[src/rtl/bin2bcd_pkg.sv]
// Shared types and constants for the sequential binary-to-BCD converter.
package bin2bcd_pkg;

  // Width of one BCD digit.
  localparam int BCD_W = 4;

  // Digit code the font stage renders as all segments off.
  localparam logic [BCD_W-1:0] BCD_BLANK = 4'hF;

  // Converter control states.
  typedef enum logic [1:0] {
    IDLE   = 2'd0,
    SHIFT  = 2'd1,
    FINISH = 2'd2
  } state_t;

  // 10^n as a constant function, used for the parameter legality check.
  function automatic longint unsigned pow10(input int unsigned n);
    longint unsigned p;
    p = 64'd1;
    for (int unsigned i = 0; i < n; i++) begin
      p = p * 64'd10;
    end
    return p;
  endfunction

endpackage

[src/rtl/bcd_adj3.sv]
// Double-dabble digit correction: add 3 to a BCD digit that is 5 or more,
// so the following left shift carries correctly into the next digit.
module bcd_adj3
  import bin2bcd_pkg::*;
(
  input  logic [BCD_W-1:0] din,
  output logic [BCD_W-1:0] dout
);

  // Largest input is 9, so 9+3 = 12 fits in four bits without carry.
  assign dout = (din >= 4'd5) ? (din + 4'd3) : din;

endmodule

[src/rtl/bin2bcd_seq.sv]
// Sequential binary-to-BCD converter (shift-and-add-3, one bit per clock)
// with optional leading-zero blanking for the seven-segment font stage.
//
// Handshake: start is a request that is honoured only while the FSM is in
// IDLE (dbg_state == IDLE); bin_in is captured on the accepting edge. A
// request seen in any other state is dropped, not queued. busy is high from
// the edge after acceptance up to and including the done cycle; done is a
// one-cycle pulse coinciding with the bcd_out update.
module bin2bcd_seq
  import bin2bcd_pkg::*;
#(
  parameter int BIN_W    = 16,
  parameter int DIGITS   = 5,
  parameter int BLANK_LZ = 1
) (
  input  logic                    sys_clk,
  input  logic                    sys_rst_n,
  input  logic                    start,
  input  logic [BIN_W-1:0]        bin_in,
  output logic                    busy,
  output logic                    done,
  output logic [BCD_W*DIGITS-1:0] bcd_out,
  output logic [1:0]              dbg_state
);

  localparam int SCR_W = BCD_W * DIGITS;
  localparam int CNT_W = $clog2(BIN_W + 1);

  // Reject parameter sets that cannot hold every input value.
  if (BIN_W < 4 || BIN_W > 32) begin : g_bad_width
    $error("bin2bcd_seq: BIN_W must be in 4..32");
  end
  if (pow10(DIGITS) <= ((64'd1 << BIN_W) - 64'd1)) begin : g_bad_digits
    $error("bin2bcd_seq: DIGITS too small for BIN_W");
  end

  state_t             state_q, state_d;
  logic [BIN_W-1:0]   shift_q;
  logic [SCR_W-1:0]   scratch_q;
  logic [CNT_W-1:0]   cnt_q;
  logic [SCR_W-1:0]   bcd_q;
  logic               done_q;
  logic               busy_q;

  logic [SCR_W-1:0]       adj_w;
  logic [SCR_W+BIN_W-1:0] shifted_w;
  logic [SCR_W-1:0]       blank_w;

  // Per-digit add-3 correction on the scratch register.
  for (genvar gi = 0; gi < DIGITS; gi++) begin : g_adj
    bcd_adj3 u_adj (
      .din  (scratch_q[gi*BCD_W +: BCD_W]),
      .dout (adj_w[gi*BCD_W +: BCD_W])
    );
  end

  // One double-dabble step: corrected scratch and the binary shift register
  // move left together; the bit leaving the scratch MSB is always zero.
  assign shifted_w = {adj_w, shift_q} << 1;

  // Units digit always passes through, so a zero value shows as "0".
  assign blank_w[BCD_W-1:0] = scratch_q[BCD_W-1:0];

  if (BLANK_LZ != 0) begin : g_lz
    // Each digit above units is kept if it or any higher digit is non-zero.
    for (genvar gi = 1; gi < DIGITS; gi++) begin : g_dig
      logic [BCD_W-1:0] dig;
      logic             seen;
      assign dig = scratch_q[gi*BCD_W +: BCD_W];
      if (gi == DIGITS - 1) begin : g_msb
        assign seen = |dig;
      end else begin : g_low
        assign seen = (|dig) | g_dig[gi+1].seen;
      end
      assign blank_w[gi*BCD_W +: BCD_W] = seen ? dig : BCD_BLANK;
    end
  end else begin : g_plain
    assign blank_w[SCR_W-1:BCD_W] = scratch_q[SCR_W-1:BCD_W];
  end

  // State register.
  always_ff @(posedge sys_clk or negedge sys_rst_n) begin
    if (!sys_rst_n) begin
      state_q <= IDLE;
    end else begin
      state_q <= state_d;
    end
  end

  // Next-state logic: SHIFT runs exactly BIN_W cycles, FINISH one cycle.
  always_comb begin
    state_d = state_q;
    case (state_q)
      IDLE:    if (start) state_d = SHIFT;
      SHIFT:   if (cnt_q == CNT_W'(1)) state_d = FINISH;
      FINISH:  state_d = IDLE;
      default: state_d = IDLE;
    endcase
  end

  // Datapath and registered outputs.
  always_ff @(posedge sys_clk or negedge sys_rst_n) begin
    if (!sys_rst_n) begin
      shift_q   <= '0;
      scratch_q <= '0;
      cnt_q     <= '0;
      bcd_q     <= '0;
      done_q    <= 1'b0;
      busy_q    <= 1'b0;
    end else begin
      done_q <= 1'b0;
      busy_q <= (state_q != IDLE);
      case (state_q)
        IDLE: begin
          if (start) begin
            shift_q   <= bin_in;
            scratch_q <= '0;
            cnt_q     <= CNT_W'(BIN_W);
          end
        end
        SHIFT: begin
          scratch_q <= shifted_w[SCR_W+BIN_W-1:BIN_W];
          shift_q   <= shifted_w[BIN_W-1:0];
          cnt_q     <= cnt_q - CNT_W'(1);
        end
        FINISH: begin
          bcd_q  <= blank_w;
          done_q <= 1'b1;
        end
        default: ;
      endcase
    end
  end

  assign busy      = busy_q;
  assign done      = done_q;
  assign bcd_out   = bcd_q;
  assign dbg_state = state_q;

endmodule
[config.mk]
export PLATFORM = sky130hd
export DESIGN_NAME = bin2bcd_seq
export DESIGN_NICKNAME = d
export VERILOG_FILES = /design/src/rtl/bin2bcd_pkg.sv /design/src/rtl/bcd_adj3.sv /design/src/rtl/bin2bcd_seq.sv
export SDC_FILE = /design/constraint.sdc
export NUM_CORES = 1
export LEC_CHECK = 0
export BUFFER_PORTS_ARGS = -buffer_cell sky130_fd_sc_hd__buf_2
export CAP_MARGIN = 10
export CORE_UTILIZATION = 32
export CTS_CLUSTER_SIZE = 25
export DETAILED_ROUTE_END_ITERATION = 10
export GPL_ROUTABILITY_DRIVEN = 0
export GPL_TIMING_DRIVEN = 0
export HOLD_SLACK_MARGIN = 0.12
export PLACE_DENSITY = 0.53
export SYNTH_ARGS = -nofsm -noshare
export SYNTH_HDL_FRONTEND = slang
export SYNTH_SLANG_ARGS = --single-unit
[constraint.sdc]
create_clock -name sys_clk -period 2.9 [get_ports sys_clk]
set_input_delay 0.29 -clock sys_clk [delete_from_list [all_inputs] [get_ports sys_clk]]
set_output_delay 0.29 -clock sys_clk [all_outputs]
set_load 0.1 [all_outputs]
==> flow_summary.toml, run 1 <==
[floorplanning]
num_rows = 35
die_w_um = 101
core_mm2 = 0.00937
dieArea_mm2 = 0.0102
initial_utilization_pct = 33.4
io_pins = 43
die_y_um = 101

[critical_path]
worstSetupPathType = "reg2reg"
arrival_ns = 2.47
cp_slowest_cell = "or4b_4"
critical_path.max_fanout = 6
slowest_delay_ns = 0.59
worst-path-buf-inv = 1
crit_chain = "inv_1 > ha_1 > nor3b_2 > nand4_2 > or4b_4 > a31oi_1"
cp.required_ns = 3.15
worstSetupStartpointType = "flip-flop"
critPathTopFamily = "simple AND/OR/NAND/NOR gates"
cp-end-kind = "flip-flop"

[route]
post-route-drc-count = 0
firstDrtPassIters = 4
drt-total-wl_um = 7140
avgViaCountPerCell = 4.93
vias = 2489
ant_nets = 0
wl_per_cell_um = 14.1
first_iter_violations = 93

[synth]
synth_edf_count = 0
yosysSeqAreaShare_pct = 52.0
synth_cell_types = 33
syn_area_mm2 = 0.00313
synthFlopType = "dfrtp_1"
synth_area_per_cell_um2 = 9.80
yosys_warnings = 0
mappedNetlistNets = 353
ys_seq_elements = 65
async_reset_ff_share_pct = 100
synthCells = 319

[sta]
finalSetupTns_ns = 0
final-setup-viol-count = 0
fmax_mhz = 451
worst_clock_skew_ns = 0.0110
hold_viol_final = 0
slew_violations = 0
finalCritPeriodShare_pct = 76.4
rsz0062_at_grt = "false"
relSlewSlack_pct = 43.7
finalCriticalPeriod_ns = 2.21
tightest_slew_ns = 0.844

[finish]
drive_gt1_share_pct = 15.7
nets = 406
final_cells = 505
nFillCells = 981
final_cell_area_mm2 = 0.00371
area_growth_syn_to_layout_pct = 18.9
antennaDiodeCount = 0

[clocking]
clockBufferDepth = 2
cts_tree = "yes"
cts.sinks = 65
cts_buffers = 9
insertion_delay_ns = 0.34
cts.root.buffer_cell = "clkbuf_8"
htreeDepth = 3
cts_setup_buffers = 0
clk_pin_slew_worst_paths_ns = 0.07

[global_routing]
first_global_vias = 2514
antenna_found_initial = 0
grt_pass1_wl_um = 12300
gr-total-overflow = 0
track_usage_pct = 15.8
grt_max_degree = 66

[placement]
place_area_mm2 = 0.00349
port-buffer-count = 41
post-dp-hpwl_um = 4930
dp_cells = 489

[flow_run]
drv_cap = 0

[status]
status = "complete, no violations"

[worst_hold_path]
min_path_type = "in2reg"
-- metal layers --
metal | GRT usage [%] | routed length [um] | up-vias
met5 | 0 | 0 | -
met2 | 25.6 | 3320 | 58
li1 | - | - | 1228
met3 | 4.92 | 326 | 6
met4 | 3.68 | 66 | 0
met1 | 20.6 | 3430 | 1197
-- through the flow --
stage,hold slack (ns),worst slack (ns),util [%]
after CTS,0.187,0.639,39.6
after global routing,0.204,0.529,39.6
after global placement,0.451,0.687,37.3
after floorplan,-0.00559,0.704,-
final,0.204,0.685,39.6
after detailed placement,0.451,0.667,37.3
-- cells in the final DEF (no fill, tap or decap), types with 2 or more instances in the layout --
cell and count:
nand3_1 8, o21ai_0 32, and3b_1 15, a21oi_1 27, buf_1 2, nor2_1 16, o32ai_1 2, xnor2_1 5
o22ai_1 8, a32o_1 6, a31oi_1 5, nor3b_1 3, clkbuf_1 19, ha_1 15, or2b_1 2, buf_2 40
bufinv_16 2, dfrtp_1 65, nand2b_1 6, o31ai_1 6, clkbuf_8 10, o311ai_0 5, nand2_1 46, xor2_1 2
inv_1 15
-- Yosys cell counts (2+ instances only) --
cell	instances	area, um2
o31ai_1	6	45.0
xor2_1	2	17.5
inv_1	15	56.3
clkbuf_1	17	63.8
o311ai_0	5	43.8
nand2_1	46	173
dfrtp_1	65	1630
o22ai_1	8	50.1
nor2_1	16	60.1
o21ai_0	32	160
ha_1	15	188
xnor2_1	5	43.8
nor3b_1	3	22.5
o32ai_1	2	17.5
a21oi_1	27	135
a31oi_1	5	31.3
and3b_1	15	131
nand2b_1	6	37.5
or2b_1	2	15.0
buf_1	2	7.51
nand3_1	8	40.0
a32o_1	6	60.1
-- sequential cells by signal, indices dropped and copies added, names as in the netlist --
| register | count |
|---|---|
| done | 1 |
| shift_q | 16 |
| cnt_q | 5 |
| busy | 1 |
| bcd_out | 20 |
| scratch_q | 20 |
| dbg_state | 2 |
-- final timing paths --
kind,startpoint,end,slack (ns),cells after the start
worst max-delay path,scratch_q[16]$_DFFE_PN0P_,bcd_out[4]$_DFFE_PN0P_,0.69,6
worst min-delay path,bin_in[0],shift_q[0]$_DFFE_PN0P_,0.20,2
worst max register to register,scratch_q[16]$_DFFE_PN0P_,bcd_out[4]$_DFFE_PN0P_,0.69,6
worst min register to register,bcd_out[12]$_DFFE_PN0P_,bcd_out[12]$_DFFE_PN0P_,0.46,2
max in group asynchronous,sys_rst_n,bcd_out[0]$_DFFE_PN0P_,1.73,2
min in group asynchronous,sys_rst_n,bcd_out[19]$_DFFE_PN0P_,0.57,2
-- cells by family (layout without fill, tap and decap cells) --
logic type      count (synthesis)  count (layout)  synth area share [%]
xor+xnor                        7               7                  1.96
buf+inv                        34              91                  4.08
fa+ha+maj                      15              15                  6.00
compound gates                 94              94                  18.2
simple gates                  104             104                  17.7
flops                          65              65                  52.0
-- cell type report --
class | count | area [um2] | share of cell area (%)
well taps | 129 | 161 | 4.34
clock inverters | 3 | 65.1 | 1.75
plain buffers | 19 | 71.3 | 1.92
clock buffers | 12 | 145 | 3.91
inverters | 15 | 56.3 | 1.52
repair buffers | 42 | 218 | 5.86
multi-input cells | 220 | 1370 | 36.9
flip-flops and latches | 65 | 1630 | 43.8
-- what timing repair did --
item	4_1_cts	5_1_grt
hold endpoints to repair	65	0
hold buffers	1	0
resized for setup	0	0
Power of run 1 is left out: the tool's default activity adds up to more than one toggle a clock period on the data nets, which glitch-free logic cannot reach.
==> inputs of run 2 (changes only) <==
Settings changed: PLACE_DENSITY 0.53 to 0.54.
Clock period 2.9 ns to 1.9 ns, I/O delays scaled along.
==> run 2 against run 1 <==
- global-route usage grew 0.43 points
- sequential share of layout area shrank 1.5 points
- cell area increased by 3.8%
- critical path depth is the same
- wire length is 2.9% higher
- setup slack got worse by 0.65 ns
- non-clock buffer count grew 11
- maximum frequency increased by 19%
- first-iteration DRC count fell by 39%
==> flow_summary.toml, run 2 (synthesis gave the netlist of run 1 again) <==
[global_routing]
grt_max_degree = 66
gr-total-overflow = 0
antenna_found_initial = 0
track_usage_pct = 16.2
grt_pass1_wl_um = 12600
first_global_vias = 2554

[floorplanning]
io_pins = 43
initial_utilization_pct = 33.4
die_y_um = 101
core_mm2 = 0.00937
die_w_um = 101
num_rows = 35
dieArea_mm2 = 0.0102

[finish]
drive_gt1_share_pct = 24.1
final_cells = 515
area_growth_syn_to_layout_pct = 23.4
final_common_cell = "dfrtp_1"
mostFrequentLayoutCells = "dfrtp_1, nand2_1, buf_2, o21ai_0, a21oi_1"
nets = 417
antennaDiodeCount = 0

[placement]
dp_cells = 489
post-dp-hpwl_um = 5000
port-buffer-count = 41

[critical_path]
crit_chain = "inv_2 > ha_4 > nor3b_4 > nand4_4 > or4b_4 > a31oi_1"
cp_slowest_cell = "or4b_4"
cp-end-kind = "flip-flop"
reg2reg_depth = 6
arrival_ns = 2.13
critical_path.max_fanout = 5
worstSetupStartpointType = "flip-flop"
slowest_delay_ns = 0.56
cp.required_ns = 2.16
worstSetupPathType = "reg2reg"

[sta]
relSlewSlack_pct = 43.0
finalCritPeriodShare_pct = 98.1
worst_clock_skew_ns = 0.00796
rsz0062_at_grt = "true"
final-setup-viol-count = 0
slew_violations = 0
finalCriticalPeriod_ns = 1.86
tightest_slew_ns = 0.856
hold_viol_final = 0
fmax_mhz = 536

[route]
vias = 2530
wl_per_cell_um = 14.3
ant_nets = 0
firstDrtPassIters = 4
first_iter_violations = 57
drt-total-wl_um = 7350
avgViaCountPerCell = 4.91
post-route-drc-count = 0

[worst_hold_path]
min_path_cells = 4
min_path_type = "in2reg"

[clocking]
cts_buffers = 9
clk_pin_slew_worst_paths_ns = 0.07
cts_tree = "yes"
clockBufferDepth = 2
htreeDepth = 3
cts.sinks = 65
insertion_delay_ns = 0.34
cts.root.buffer_cell = "clkbuf_8"

[flow_run]
drv_cap = 0

[status]
status = "complete, no violations"
[run 2: layout make-up]
type | instances | area, um2
inverter | 15 | 56.3
clock inverter | 4 | 45.0
sequential | 65 | 1630
tap | 129 | 161
buffer | 17 | 75.1
clock buffer | 10 | 138
timing repair buffer | 55 | 318
fill | 953 | 5510
multi-input combinational | 220 | 1430
[run 2: path summary, 6_finish.rpt]
check | slack (ns) | to | from
worst max-delay path | 0.04 | bcd_out[4]$_DFFE_PN0P_ | scratch_q[17]$_DFFE_PN0P_
worst min-delay path | 0.26 | shift_q[1]$_DFFE_PN0P_ | bin_in[1]
worst max register to register | 0.04 | bcd_out[4]$_DFFE_PN0P_ | scratch_q[17]$_DFFE_PN0P_
worst min register to register | 0.46 | bcd_out[15]$_DFFE_PN0P_ | bcd_out[15]$_DFFE_PN0P_
max in group asynchronous | 0.74 | dbg_state[0]$_DFFE_PN0P_ | sys_rst_n
min in group asynchronous | 0.49 | scratch_q[9]$_DFFE_PN0P_ | sys_rst_n
[run 2: repair_timing]
action                                  4_1_cts  5_1_grt
pin swaps                                     2        4
setup buffers                                 2       10
endpoints found under the setup margin       31       45
gates resized for setup                      14       15
hold buffers                                  2        0
hold endpoints to repair                     66        0
[run 2: routing by layer]
metal	GRT usage, %	wire, um	up-vias
met3	3.95	341	9
met1	20.3	3380	1218
met5	0	0	-
met2	27.2	3550	51
li1	-	-	1252
met4	5.69	78	0
[run 2: metrics by stage]
step / instance area, um2 / hold WS [ns] / util (%) / setup slack (ns) / setup TNS (ns)
after floorplan: 3130 / -0.106 / - / 0.0153 / 0
after global placement: 3500 / 0.447 / 37.3 / -0.283 / -5.15
after detailed placement: 3500 / 0.359 / 37.3 / -0.305 / -4.86
after CTS: 3750 / 0.246 / 40.1 / 0.00537 / 0
after global routing: 3860 / 0.259 / 41.2 / -0.0567 / -0.103
final: 3860 / 0.259 / 41.2 / 0.0352 / 0
[run 2: critical path, delay by kind of cell, from the launching register on]
kind | cells | cell delay, ns
AND/OR/NAND/NOR | 3 | 0.95
AO/OA/AOI/OAI | 1 | 0.19
adder cells (fa/ha/maj) | 1 | 0.14
buffers and inverters | 1 | 0.10
flip-flops | 1 | 0.41
Power of run 2 is left out for the same reason.
